**config.mk**
```make
export PLATFORM = sky130hd
export DESIGN_NAME = vga_fb_arbiter_flat
export DESIGN_NICKNAME = d
export VERILOG_FILES = /design/src/rtl/vga_fb_arbiter_if.sv /design/src/rtl/vga_fb_arbiter.sv /design/src/flat_wrapper.sv
export SDC_FILE = /design/constraint.sdc
export NUM_CORES = 1
export LEC_CHECK = 0
export CAP_MARGIN = 5
export CORE_ASPECT_RATIO = 1.75
export CORE_UTILIZATION = 56
export CTS_CLUSTER_SIZE = 20
export DETAILED_ROUTE_END_ITERATION = 10
export GPL_TIMING_DRIVEN = 0
export PLACE_DENSITY = 0.92
export SLEW_MARGIN = 5
export SYNTH_ARGS = -nofsm -noshare
export SYNTH_HDL_FRONTEND = slang
export SYNTH_SLANG_ARGS = --single-unit
```
**constraint.sdc**
```tcl
create_clock -name i_clk -period 8.4 [get_ports i_clk]
set_input_delay 1.68 -clock i_clk [delete_from_list [all_inputs] [get_ports i_clk]]
set_output_delay 1.68 -clock i_clk [all_outputs]
set_load 0.005 [all_outputs]
```
**src/rtl/vga_fb_arbiter_if.sv**
```systemverilog
// vga_fb_arbiter_if: host write channel plus the single-port frame-buffer
// RAM port of vga_fb_arbiter, grouped for connection as one bundle.
//   master : environment side (host issuing writes, RAM returning read data)
//   slave  : arbiter side
interface vga_fb_arbiter_if;
   logic        host_valid;
   logic        host_ready;
   logic [14:0] host_addr;
   logic [11:0] host_data;
   logic        mem_en;
   logic        mem_we;
   logic [14:0] mem_addr;
   logic [11:0] mem_wdata;
   logic [11:0] mem_rdata;

   modport master (
      output host_valid, host_addr, host_data, mem_rdata,
      input  host_ready, mem_en, mem_we, mem_addr, mem_wdata
   );

   modport slave (
      input  host_valid, host_addr, host_data, mem_rdata,
      output host_ready, mem_en, mem_we, mem_addr, mem_wdata
   );
endinterface

```
**src/rtl/vga_fb_arbiter.sv**
```systemverilog
// vga_fb_arbiter: shares one single-port frame-buffer RAM between the VGA
// display fetch and a FIFO-buffered host write port. The frame buffer holds
// one 12-bit colour per 4x4 screen-pixel cell. Display reads always win;
// queued host writes drain in order in cycles the display does not claim.
// Host writes to cells outside the frame buffer are accepted and dropped.
//
// Build option: define VGA_FB_BLANK_WRITE_EN to restrict host writes to
// blanking cycles (vid_on=0) for tear-free updates. Undefined (default),
// host writes use any cycle without a display read.
module vga_fb_arbiter #(
   parameter int unsigned FIFO_DEPTH = 4,
   parameter int unsigned FB_W       = 160,
   parameter int unsigned FB_H       = 120
) (
   input  logic             i_clk,
   input  logic             i_rst_n,
   input  logic             vid_on,
   input  logic             H_sync_in,
   input  logic             V_sync_in,
   input  logic [9:0]       pix_x,
   input  logic [9:0]       pix_y,
   vga_fb_arbiter_if.slave  bus,
   output logic             H_sync,
   output logic             V_sync,
   output logic [11:0]      RGB_out
);

   localparam int unsigned PTR_W = (FIFO_DEPTH > 1) ? $clog2(FIFO_DEPTH) : 1;
   localparam logic [14:0] CELLS = 15'(FB_W * FB_H);

   typedef enum logic [1:0] {
      S_IDLE = 2'd0,
      S_DISP = 2'd1,
      S_HOST = 2'd2
   } state_t;

   state_t state;
   state_t grant;

   // Host write FIFO
   logic [14:0]      fifo_addr [FIFO_DEPTH];
   logic [11:0]      fifo_data [FIFO_DEPTH];
   logic [PTR_W:0]   wr_ptr;
   logic [PTR_W:0]   rd_ptr;
   logic [PTR_W-1:0] wr_idx;
   logic [PTR_W-1:0] rd_idx;
   logic             fifo_empty;
   logic             fifo_full;
   logic             push;
   logic             pop;
   logic [14:0]      head_addr;
   logic [11:0]      head_data;

   // Display side
   logic             run;
   logic             disp_req;
   logic [14:0]      disp_addr;
   logic             host_slot;
   logic [11:0]      pix_reg;
   logic             vid_d1, vid_d2;
   logic             hs_d1, hs_d2;
   logic             vs_d1, vs_d2;

   assign wr_idx     = wr_ptr[PTR_W-1:0];
   assign rd_idx     = rd_ptr[PTR_W-1:0];
   assign fifo_empty = (wr_ptr == rd_ptr);
   assign fifo_full  = (wr_ptr[PTR_W] != rd_ptr[PTR_W]) && (wr_idx == rd_idx);
   assign head_addr  = fifo_addr[rd_idx];
   assign head_data  = fifo_data[rd_idx];

   // host_ready stays low until the first clock edge after reset release
   assign bus.host_ready = run && !fifo_full;
   assign push           = bus.host_valid && bus.host_ready;

   // One RAM fetch serves the four horizontal pixels of a cell
   assign disp_req  = vid_on && (pix_x[1:0] == 2'b00);
   assign disp_addr = 15'(pix_y >> 2) * 15'(FB_W) + 15'(pix_x >> 2);

`ifdef VGA_FB_BLANK_WRITE_EN
   assign host_slot = !vid_on;
`else
   assign host_slot = 1'b1;
`endif

   // Grant register: remembers which access was issued last cycle so the
   // read data returning this cycle can be captured
   always_ff @(posedge i_clk or negedge i_rst_n) begin
      if (!i_rst_n) begin
         state <= S_IDLE;
      end else begin
         state <= grant;
      end
   end

   // Grant decision and RAM port drive for the current cycle; the reset
   // input gates the port directly so it goes quiet asynchronously
   always_comb begin
      grant         = S_IDLE;
      pop           = 1'b0;
      bus.mem_en    = 1'b0;
      bus.mem_we    = 1'b0;
      bus.mem_addr  = '0;
      bus.mem_wdata = '0;
      if (i_rst_n) begin
         if (disp_req) begin
            grant        = S_DISP;
            bus.mem_en   = 1'b1;
            bus.mem_addr = disp_addr;
         end else if (!fifo_empty && host_slot) begin
            pop = 1'b1;
            // out-of-range entries are popped without touching the RAM
            if (head_addr < CELLS) begin
               grant         = S_HOST;
               bus.mem_en    = 1'b1;
               bus.mem_we    = 1'b1;
               bus.mem_addr  = head_addr;
               bus.mem_wdata = head_data;
            end
         end
      end
   end

   // Run flag: enables host_ready from the first edge after reset release
   always_ff @(posedge i_clk or negedge i_rst_n) begin
      if (!i_rst_n) begin
         run <= 1'b0;
      end else begin
         run <= 1'b1;
      end
   end

   // FIFO pointers: extra MSB distinguishes full from empty
   always_ff @(posedge i_clk or negedge i_rst_n) begin
      if (!i_rst_n) begin
         wr_ptr <= '0;
         rd_ptr <= '0;
      end else begin
         if (push) begin
            wr_ptr <= wr_ptr + 1'b1;
         end
         if (pop) begin
            rd_ptr <= rd_ptr + 1'b1;
         end
      end
   end

   // FIFO storage: contents are only meaningful between the pointers
   always_ff @(posedge i_clk) begin
      if (push) begin
         fifo_addr[wr_idx] <= bus.host_addr;
         fifo_data[wr_idx] <= bus.host_data;
      end
   end

   // Pixel register: loads the RAM data returned for last cycle's display read
   always_ff @(posedge i_clk or negedge i_rst_n) begin
      if (!i_rst_n) begin
         pix_reg <= '0;
      end else if (state == S_DISP) begin
         pix_reg <= bus.mem_rdata;
      end
   end

   // Two-stage delay of vid_on and syncs, matching the read-capture latency
   always_ff @(posedge i_clk or negedge i_rst_n) begin
      if (!i_rst_n) begin
         vid_d1 <= 1'b0;
         vid_d2 <= 1'b0;
         hs_d1  <= 1'b0;
         hs_d2  <= 1'b0;
         vs_d1  <= 1'b0;
         vs_d2  <= 1'b0;
      end else begin
         vid_d1 <= vid_on;
         vid_d2 <= vid_d1;
         hs_d1  <= H_sync_in;
         hs_d2  <= hs_d1;
         vs_d1  <= V_sync_in;
         vs_d2  <= vs_d1;
      end
   end

   assign H_sync  = hs_d2;
   assign V_sync  = vs_d2;
   assign RGB_out = vid_d2 ? pix_reg : '0;

endmodule

```
**src/flat_wrapper.sv**
```systemverilog
// flat-port wrapper written by rule: the top's interface ports become plain ports
module vga_fb_arbiter_flat 
#(
   parameter int unsigned FIFO_DEPTH = 4,
   parameter int unsigned FB_W       = 160,
   parameter int unsigned FB_H       = 120
)
  (i_clk, i_rst_n, vid_on, H_sync_in, V_sync_in, pix_x, pix_y, H_sync, V_sync, RGB_out, bus_host_valid, bus_host_addr, bus_host_data, bus_mem_rdata, bus_host_ready, bus_mem_en, bus_mem_we, bus_mem_addr, bus_mem_wdata);
  vga_fb_arbiter_if bus_i ();
  input  logic i_clk;
  input  logic i_rst_n;
  input  logic vid_on;
  input  logic H_sync_in;
  input  logic V_sync_in;
  input  logic [9:0] pix_x;
  input  logic [9:0] pix_y;
  output logic H_sync;
  output logic V_sync;
  output logic [11:0] RGB_out;
  input wire logic [$bits(bus_i.host_valid)-1:0] bus_host_valid;
  input wire logic [$bits(bus_i.host_addr)-1:0] bus_host_addr;
  input wire logic [$bits(bus_i.host_data)-1:0] bus_host_data;
  input wire logic [$bits(bus_i.mem_rdata)-1:0] bus_mem_rdata;
  output wire logic [$bits(bus_i.host_ready)-1:0] bus_host_ready;
  output wire logic [$bits(bus_i.mem_en)-1:0] bus_mem_en;
  output wire logic [$bits(bus_i.mem_we)-1:0] bus_mem_we;
  output wire logic [$bits(bus_i.mem_addr)-1:0] bus_mem_addr;
  output wire logic [$bits(bus_i.mem_wdata)-1:0] bus_mem_wdata;
  assign bus_i.host_valid = bus_host_valid;
  assign bus_i.host_addr = bus_host_addr;
  assign bus_i.host_data = bus_host_data;
  assign bus_i.mem_rdata = bus_mem_rdata;
  assign bus_host_ready = bus_i.host_ready;
  assign bus_mem_en = bus_i.mem_en;
  assign bus_mem_we = bus_i.mem_we;
  assign bus_mem_addr = bus_i.mem_addr;
  assign bus_mem_wdata = bus_i.mem_wdata;
  vga_fb_arbiter #(.FIFO_DEPTH(FIFO_DEPTH), .FB_W(FB_W), .FB_H(FB_H)) u_core (.i_clk(i_clk), .i_rst_n(i_rst_n), .vid_on(vid_on), .H_sync_in(H_sync_in), .V_sync_in(V_sync_in), .pix_x(pix_x), .pix_y(pix_y), .bus(bus_i), .H_sync(H_sync), .V_sync(V_sync), .RGB_out(RGB_out));
endmodule
```
### Word level (Yosys, flattened, before mapping)

Memories as Yosys holds them, arrays and structs flattened.
Cells that the tools add are included.

* input bits: 65
* output and inout bits: 44
* word-level logic and storage cells: 52
* register bits: 27
* RAM bits: 108
* memories: 2

Memories
* u_core.fifo_addr: depth 4, bits a word 15, read ports 1, clocked after memory_dff 0, write ports 1, line vga_fb_arbiter.sv:41 `logic [14:0] fifo_addr [FIFO_DEPTH];`
* u_core.fifo_data: depth 4, bits a word 12, read ports 1, clocked after memory_dff 0, write ports 1, line vga_fb_arbiter.sv:42 `logic [11:0] fifo_data [FIFO_DEPTH];`

* $add $sub $neg: 3
* order comparisons: 1
* multiply operators: 1
* equal/unequal tests: 4
* reduce and logical (&&, ||, !) cells: 6
* multiplexer cells: 24

Operators with widths (number)
* 2-to-1 mux 12 bit: 5
* 2-to-1 mux 15 bit: 4
* adder 15 x 8 -> 15 bit: 1
* < comparator 15 bit, second input constant: 1
* 2-to-1 mux 1 bit: 11
* multiplier 8 x 3 -> 10 bit, second input constant: 1
* 2-to-1 mux 2 bit: 4
* adder 3 x 1 -> 3 bit, second input constant: 2
* logical AND 1 bit: 4
* equality test 3 bit: 1
* equality test 2 x 1 -> 1 bit, second input constant: 1
* equality test 2 bit: 1
* logical NOT 2 bit: 1
* logical NOT 1 bit: 1
* inequality test 1 bit: 1

### Longest topological paths before layout

Gate-level depths: netlist of the first run.

* depth in word-level cells: 7
* depth in mapped cells: 10
* gate-level depth less buffers: 10

### Worst setup path before layout of the first run

No wires, ideal clock.

* path kind: input -> output
* start: input port pix_y[5]
* end: output port bus_mem_addr[14]
* data required time: 6.720 ns
* cell stages on the path: 8
* buffers on the path: 0
* arrival: 3.769 ns
* slack: 2.951 ns
* cell sequence: ha_1 -> ha_1 -> or2_2 -> and3_1 -> o311ai_0 -> nand4_1 -> xor2_1 -> a22o_1

* word-level cells in the longest chain between the ends: 4

RTL lines
* start, declared: line flat_wrapper.sv:16 `input logic [9:0] pix_y;`
* multiplier 8 x 3 -> 10 bit: line vga_fb_arbiter.sv:77 `assign disp_addr = 15'(pix_y >> 2) * 15'(FB_W) + 15'(pix_x >> 2);`
* adder 15 x 8 -> 15 bit: line vga_fb_arbiter.sv:77
* 2-to-1 mux 15 bit: line vga_fb_arbiter.sv:105 `if (disp_req) begin`
* 2-to-1 mux 15 bit: line vga_fb_arbiter.sv:104 `if (i_rst_n) begin`
* end, declared: line flat_wrapper.sv:27 `output wire logic [$bits(bus_i.mem_addr)-1:0] bus_mem_addr;`

Every way passes these cells.

### Final worst setup path of the first run

Same ends and word-level chain as after synthesis.

==> results.md, run 1 <==
- The synthesized design contains 108 enable-type register cells.
- For the worst setup path, the data required time is 6720 ps.
- The worst hold path belongs to the class reg2reg.
- The number of port buffers is 106.
- The synthesized design contains 135 register bits.
- The worst register-to-register path has a setup slack of 5880 ps.
- Summing the areas of all and, or, nand and nor instances in the mapped netlist gives 6.779% of the synthesized area.
- For the pin with the worst max-slew slack, the measured transition is 816.2 ps.
- Counting every net in the synthesized netlist gives 424.
- The most used standard cell by instance count after synthesis is edfxtp_1.
- The area share of the leading cell type in the synthesized netlist is 55.43%.
- The synthesized netlist occupies a cell area of 5851 um2.
- The path with the worst hold slack has its endpoint at u_core.vid_d2.
- The initial antenna violation count is 0.
- From synthesis to final layout, the design area changed by 31.14%.
- By startpoint and endpoint, the worst setup path is classified as in2out.
- The number of instances in the placed design is 570.
- The clock net in this run drives a total of 135 sinks.
- The worst reg-to-reg path cell count is 5.
- The post-synthesis cell count is 337.
- The width of the chip is 79.27 um.
- The worst setup path is launched from an input port.
- Buffers added to address setup during post-CTS repair amount to 0.
- The total setup violations reported at the end of the flow is 0.
- In this run the core area contains 49 standard-cell rows.
- The number of antenna diodes in the final layout is 0.
- The share of cell area taken by muxes after synthesis is 13.13%.
- The post-cts resize count is 0.
- The nature of the critical path endpoint is an output pin.
- Once the floorplan was initialized, standard cells occupied 57.14% of the core.
- Derived from the worst setup path, the maximum achievable clock frequency is 0.1502 GHz.
- The clock tree skew after final layout is 6.365 ps.
- The count of final max-slew check failures came to 0.
- The core box area is 10240 um2.
- The most critical setup path has its startpoint at pix_y[5].
- The clock latency reported for the late side of the worst-skew pair is 410 ps.
- The flip-flop count of the largest register after layout is 60.
- The netlist uses 39 different library cells.
- The launch instance of the worst min-delay path is u_core.vid_d1.
- edfxtp_1 takes more of the synthesized area than any other cell.
- In this run the tightest slew margin relative to its limit is 45.59%.
- The number of hold-slack violations in the final timing report is 0.
- Setup total negative slack on the finished layout was measured at 0 ps.
- In this run, CTS created clock tree buffers numbering 17.
- The first-pass GRT wire length is 18010 um.
- The number of DRC markers after the initial detailed-route iteration is 160.
- After Yosys synthesis, full adders, half adders and majority gates account for 4.962% of the synthesized area.
- Yosys attributes the largest share of cell area to edfxtp_1, dfrtp_1, mux4_2.
- By area, the combinational part of the netlist is dominated by multiplexers.
- Setup repair after global routing left no endpoint under its margin.
- The worst path arrival time is 4980 ps.
- For this block, the via count after detailed routing is 3432.
- The clock passes through at most 2 buffers.
- The total half-perimeter wirelength after legalization and detailed placement is 7922 um.
- The number of remaining DRC errors is 0.
- The worst hold path passes through 0 cells.
- After Yosys synthesis, XOR and XNOR cells account for 2.545% of the synthesized area.
- The total overflow left after global routing is 0.
- The number of detailed-route iterations in the first pass is 4.
- Entering global routing, the biggest net connects 30 pins.
- The flow ran to the end, and the final reports show no timing, DRC or antenna violations.
- The mean area per synthesized cell is 17.36 um2.
- Across the run, the number of max-cap violations was 0.
- Power spread over the standard cell area amounts to 304.6 nW/um2.
- The final net count is 549.
- The I/O pin count is 109.
- The sum of routed wire length over all layers is 11620 um.
- For this run, the number of standard cells in the final layout without fillers is 602.
- The layout has 595 filler cells.
- The register area share after synthesis is 66.98%.
- Sorting the synthesized cells by how often they occur yields edfxtp_1, dfrtp_1, mux4_2, and2_1, ha_1.
- The height of the die is 137.2 um.
- The die outline area is 10880 um2.
- The static leakage power is 2.784 nW.
- The weighted congestion reported at the end of routability-driven placement is 0.8805.
- TritonCTS built the clock tree.
- The tree is rooted in a clkbuf_16.
- Of the cells placed in the final design, the portion with a size suffix greater than 1 is 17.05%.
- After synthesis, the share of flip-flops with an asynchronous set or reset is 20.00%.
- The average vias per placed instance is 5.701.
- The hold buffer count at CTS is 0.
- For this run, the number of Yosys warnings is 0.
- VDD sags by at most 0.2174 mV.
- In this run the critical register-to-register path is launched from u_core.rd_ptr[0].
- Global routing used 23.26% of the available tracks.
- The remaining antenna violation count after routing is 0.
- The predominant post-synthesis flop cell is edfxtp_1.
- In this run the critical register-to-register path is captured at u_core.fifo_data[3][7].
- The post-detailed-route wirelength per cell is 19.31 um.
- The peak fanout along the critical path is 3.
- The maximum level of the CTS H-tree is 4.
- The worst path in the final design needs a cycle of 6659 ps, including I/O delays and setup.
- Clock-pin slew was measured on the worst setup and hold paths at 60 ps.
- The fraction of the cycle the final worst path needs is 79.27%.
- The synthesized netlist devotes 3.935% of its cell area to compound gates.
- The number of global-route vias before repair is 3642.
## cell type report
| type | instances | area [um2] | area share, % |
|---|---|---|---|
| Timing Repair Buffer | 106 | 1056 | 13.76 |
| Sequential cell | 135 | 3919 | 51.08 |
| Buffer | 11 | 63.81 | 0.8317 |
| Clock buffer | 19 | 432.9 | 5.643 |
| Tap cell | 127 | 158.9 | 2.071 |
| Clock inverter | 13 | 168.9 | 2.202 |
| Inverter | 8 | 30.03 | 0.3914 |
| Multi-Input combinational cell | 183 | 1843 | 24.02 |
## where the power goes
part	switching, mW	internal, mW
Sequential	0.0432	0.834
Combinational	0.320	0.396
Clock	0.274	0.470
Total	0.637	1.70
## placed cells by master (no fill, tap or decap), drive strengths merged, types with 5 or more instances in the layout
cell	netlist	final
xnor2	9	9
a22o	8	8
clkbuf	8	27
dfrtp	27	27
o21ai	7	7
mux4	27	27
inv	7	11
and3	5	5
mux2	13	13
nand2	17	17
clkinv	1	7
nor2b	6	6
clkdlybuf4s50	0	105
ha	20	20
and2	24	24
xor2	8	8
edfxtp	108	108
## how the worst max path moves through the flow
stage                  endpoint  slack [ps]
5_1_grt        bus_mem_addr[13]        1600
6_report       bus_mem_addr[14]        1740
3_5_place_dp   bus_mem_addr[12]        1560
2_1_floorplan  bus_mem_addr[14]        2950
4_1_cts        bus_mem_addr[12]        1540
3_3_place_gp    bus_mem_addr[7]        1660
## kinds of logic after synthesis
logic type | Yosys count
AO/OA/AOI/OAI | 31
XOR/XNOR | 17
adder cells (fa/ha/maj) | 22
buffers and inverters | 19
flip-flops | 135
multiplexers | 41
other | 1
AND/OR/NAND/NOR | 71
## worst max-delay path, cell delays in order
cell,delay [ps]
clkdlybuf4s50_1,440
ha_1,300
ha_1,330
or2_2,330
and3_1,210
o311ai_0,570
nand4_1,210
xor2_1,220
a22o_1,180
clkdlybuf4s50_1,500
## stage by stage
step	worst slack [ps]	power [mW]	cell area [um2]	utilization, %	hold slack, ps
5_1_grt	1597	2.447	7672	74.94	367.2
3_3_place_gp	1657	1.578	7071	69.06	333.3
6_report	1741	2.337	7672	74.94	355.0
2_1_floorplan	2951	1.309	5851	-	331.2
4_1_cts	1542	2.357	7677	74.98	356.2
3_5_place_dp	1557	1.609	7076	69.11	342.5
## layer usage
metal  global-route usage [%]  part of all wire, %  wire [um]
met5                        0                    0          0
met4                    11.41                  2.9        334
met3                    5.430                  5.4        633
met2                    42.24                   56       6541
met1                    24.98                   35       4112
(Power assumes the default switching activity.)
==> run 2: changes to the inputs <==
Settings changed: CORE_UTILIZATION 56 to 47, PLACE_DENSITY 0.92 to 0.83.
Clock period 8.4 ns to 5.68 ns, I/O delays scaled along.
==> results.md, run 2 (same netlist as run 1, synthesis figures left out) <==
- The top achievable clock speed is 0.1848 GHz.
- The share of post-route cells with drive strength above 1 is 17.26% (+0.21 points).
- The number of fillers in the final layout was 900 (+51%).
- The clock net sink count is 135 (unchanged).
- The number of cells in the finished layout apart from fillers is 640 (+6.3%).
- The post-CTS repair timing setup buffer count was 0 (unchanged).
- The amount of wire on met2 after detailed routing was 6739 um (+3.0%).
- The total CTS buffers is 17 (unchanged).
- The register clock-pin slew on the reported worst setup and hold paths is 60 ps (about the same).
- The worst path arrival time is 4270 ps (-710 ps).
- The initial core utilization is 48.48% (-8.7 points).
- The root buffer cell is clkbuf_16.
- The largest net degree at the start of global routing came to 30 (unchanged).
- The height of the die came to 149.6 um (+9.0%).
- The number of instances in the placed design is 608 (+6.7%).
- The die outline area was 12920 um2 (+19%).
- Setup repair after global routing left no endpoint under its margin.
- The met3 routed wirelength is 441 um (-30%).
- The worst reg-to-reg path cell count came to 5 (unchanged).
- The fraction of the cycle the final worst path needs is 95.26%.
- The post-route worst hold slack is 350.8 ps (-4.210 ps).
- The total of max-cap violations is 0 (unchanged).
- The I/O pin count is 109 (unchanged).
- The buffer levels on the longest clock path is 2 (unchanged).
- The type of the worst setup path is in2out.
- The required time of the critical path is 4540 ps (-2180 ps).
- The clock tree from TritonCTS is built.
- The number of detailed-route iterations in the first pass is 4 (unchanged).
- Subtracting the final worst setup slack from the clock period gives 5411 ps.
- The total half-perimeter wirelength after legalization and detailed placement is 8138 um (+2.7%).
- The number of port buffers was 106 (unchanged).
- The core box area was 12070 um2 (+18%).
- The delay of the slowest cell on the worst path is 530 ps (-40 ps).
- The final standard cell utilization of the core is 63.83% (-11 points).
- The width of the chip was 86.34 um (+8.9%).
- The clock latency reported for the late side of the worst-skew pair came to 410 ps (about the same).
- The total setup violations reported at the end of the flow was 0 (unchanged).
- The first-pass GRT wire length is 18220 um (+1.2%).
- The initial antenna violation count is 0 (unchanged).
- Walking the worst path, the cells encountered are clkdlybuf4s50_1 > ha_1 > ha_1 > inv_1 > fa_1 > xnor2_1 > nor4b_2 > nand4_1 > xor2_1 > o22ai_1 > clkdlybuf4s50_1.
- The top routing layer in use is met4.
- The final standard cell area without fillers is 7704 um2 (+0.41%).
- The sum of routed wire segments on met1 is 4159 um (+1.1%).
- The final net count came to 549 (unchanged).
- The maximum level of the CTS H-tree is 4 (unchanged).
- The worst setup path is captured at an output pin.
- The number of global-route vias before repair came to 3639 (-0.082%).
- The number of DRC markers after the initial detailed-route iteration is 131 (-18%).
- The number of hold-slack violations in the final timing report is 0 (unchanged).
- The combined area of the multi-input logic cells is 1849 um2 (+0.34%).
- The number of inserted diodes is 0 (unchanged).
- The average vias per placed instance is 5.295 (-7.1%).
- The total vias in the final route was 3389 (-1.3%).
- The placed instance area is 7123 um2 (+0.67%).
- The number of rows in the core area is 53 (+8.2%).
- The sequential cell area is 3919 um2 (unchanged).
- The static leakage power came to 2.761 nW (-0.83%).
- The peak fanout along the critical path was 3 (unchanged).
- In this run the worst hold path is classified as reg2reg.
- The hold buffer count at CTS is 0 (unchanged).
- The element type at the critical path start is an input port.
- The post-cts resize count is 1 (+1).
- The flow ran to the end, and the final reports show no timing, DRC or antenna violations.
- In the layout the commonest cells are edfxtp_1, clkdlybuf4s50_1, dfrtp_1, mux4_2, and2_1.
- The maximum vdd ir drop is 0.3258 mV (+50%).
- The count of final max-slew check failures came to 0 (unchanged).
- The leftover overflow at the end of global routing came to 0 (unchanged).
- The library cell used most frequently in the layout, excluding fill and tap cells, is edfxtp_1.
- The post-detailed-route wirelength per cell was 18.14 um (-6.0%).
- The area growth from synthesis to layout is 31.67%.
- The weighted congestion reported at the end of routability-driven placement is 0.8218 (-6.7%).
- The cell with the biggest individual delay on the critical path is clkdlybuf4s50_1.
- The worst slew margin relative to its limit is 40.93% (-4.7 points).
- The flip-flop count of the largest register after layout is 60 (unchanged).
- The total global-route track usage was 19.43% (-3.8 points).
- The power density of the placed cells is 443.6 nW/um2 (+46%).
- The worst-margin pin slew was 886.0 ps (+69.80 ps).
- The clock tree skew after final layout is 8.562 ps (+2.198 ps).
- The remaining antenna violation count after routing is 0 (unchanged).
- The sum of routed wire length over all layers was 11610 um (about the same).
- The number of remaining DRC errors is 0 (unchanged).
- The worst hold path cell count was 0 (unchanged).
## run 2: cell type report
type	instances	area share (%)
repair buffers	106	13.71
inverters	8	0.3898
multi-input cells	183	24.01
clock buffers	19	5.620
well taps	165	2.680
flip-flops and latches	135	50.87
clock inverters	13	1.900
plain buffers	11	0.8283
## run 2: worst max-delay path, delay by kind of cell
kind | cells | cell delay [ps]
xor gates and xnor gates | 2 | 480
buffers and inverters | 3 | 1070
and+or+nand+nor | 2 | 530
adders and majority gates | 3 | 880
AOI/OAI and AO/OA | 1 | 180
## run 2: worst paths after layout
path	start	end	slack [ps]
min in group asynchronous	i_rst_n	u_core.run	750
worst max-delay path	pix_y[3]	bus_mem_addr[13]	270
worst min-delay path	u_core.vs_d1	u_core.V_sync	350
worst max register to register	u_core.rd_ptr[0]	u_core.fifo_data[3][1]	3160
max in group asynchronous	i_rst_n	u_core.pix_reg[4]	4520
worst min register to register	u_core.vs_d1	u_core.V_sync	350
## run 2: metrics by stage
| step | power, mW | worst slack (ps) | TNS (ps) |
|---|---|---|---|
| after detailed placement | 2.393 | -155.8 | -1962 |
| after floorplan | 1.936 | 1319 | 0 |
| after CTS | 3.454 | 110.3 | 0 |
| final | 3.418 | 269.0 | 0 |
| after global placement | 2.345 | -3.570 | -9.880 |
| after global routing | 3.582 | 106.0 | 0 |
## run 2: metal layers
metal / up-vias / global-route usage (%)
met4: 0 / 9.000
met1: 1704 / 20.20
met2: 110 / 36.27
met5: - / 0
li1: 1555 / -
met3: 20 / 4.413
## run 2: power by group
part           leakage, nW  switching [mW]  total (mW)  internal (mW)
clock network        0.269           0.405        1.06          0.651
registers             1.30          0.0609        1.29           1.23
logic                 1.19           0.478        1.07          0.588
total                 2.76           0.944        3.42           2.47
==> run 3: changes to the inputs <==
Settings changed: CTS_CLUSTER_DIAMETER set to 80.
==> results of run 3 <==
No change in the layout: final DEF, timing and power equal those of run 2.
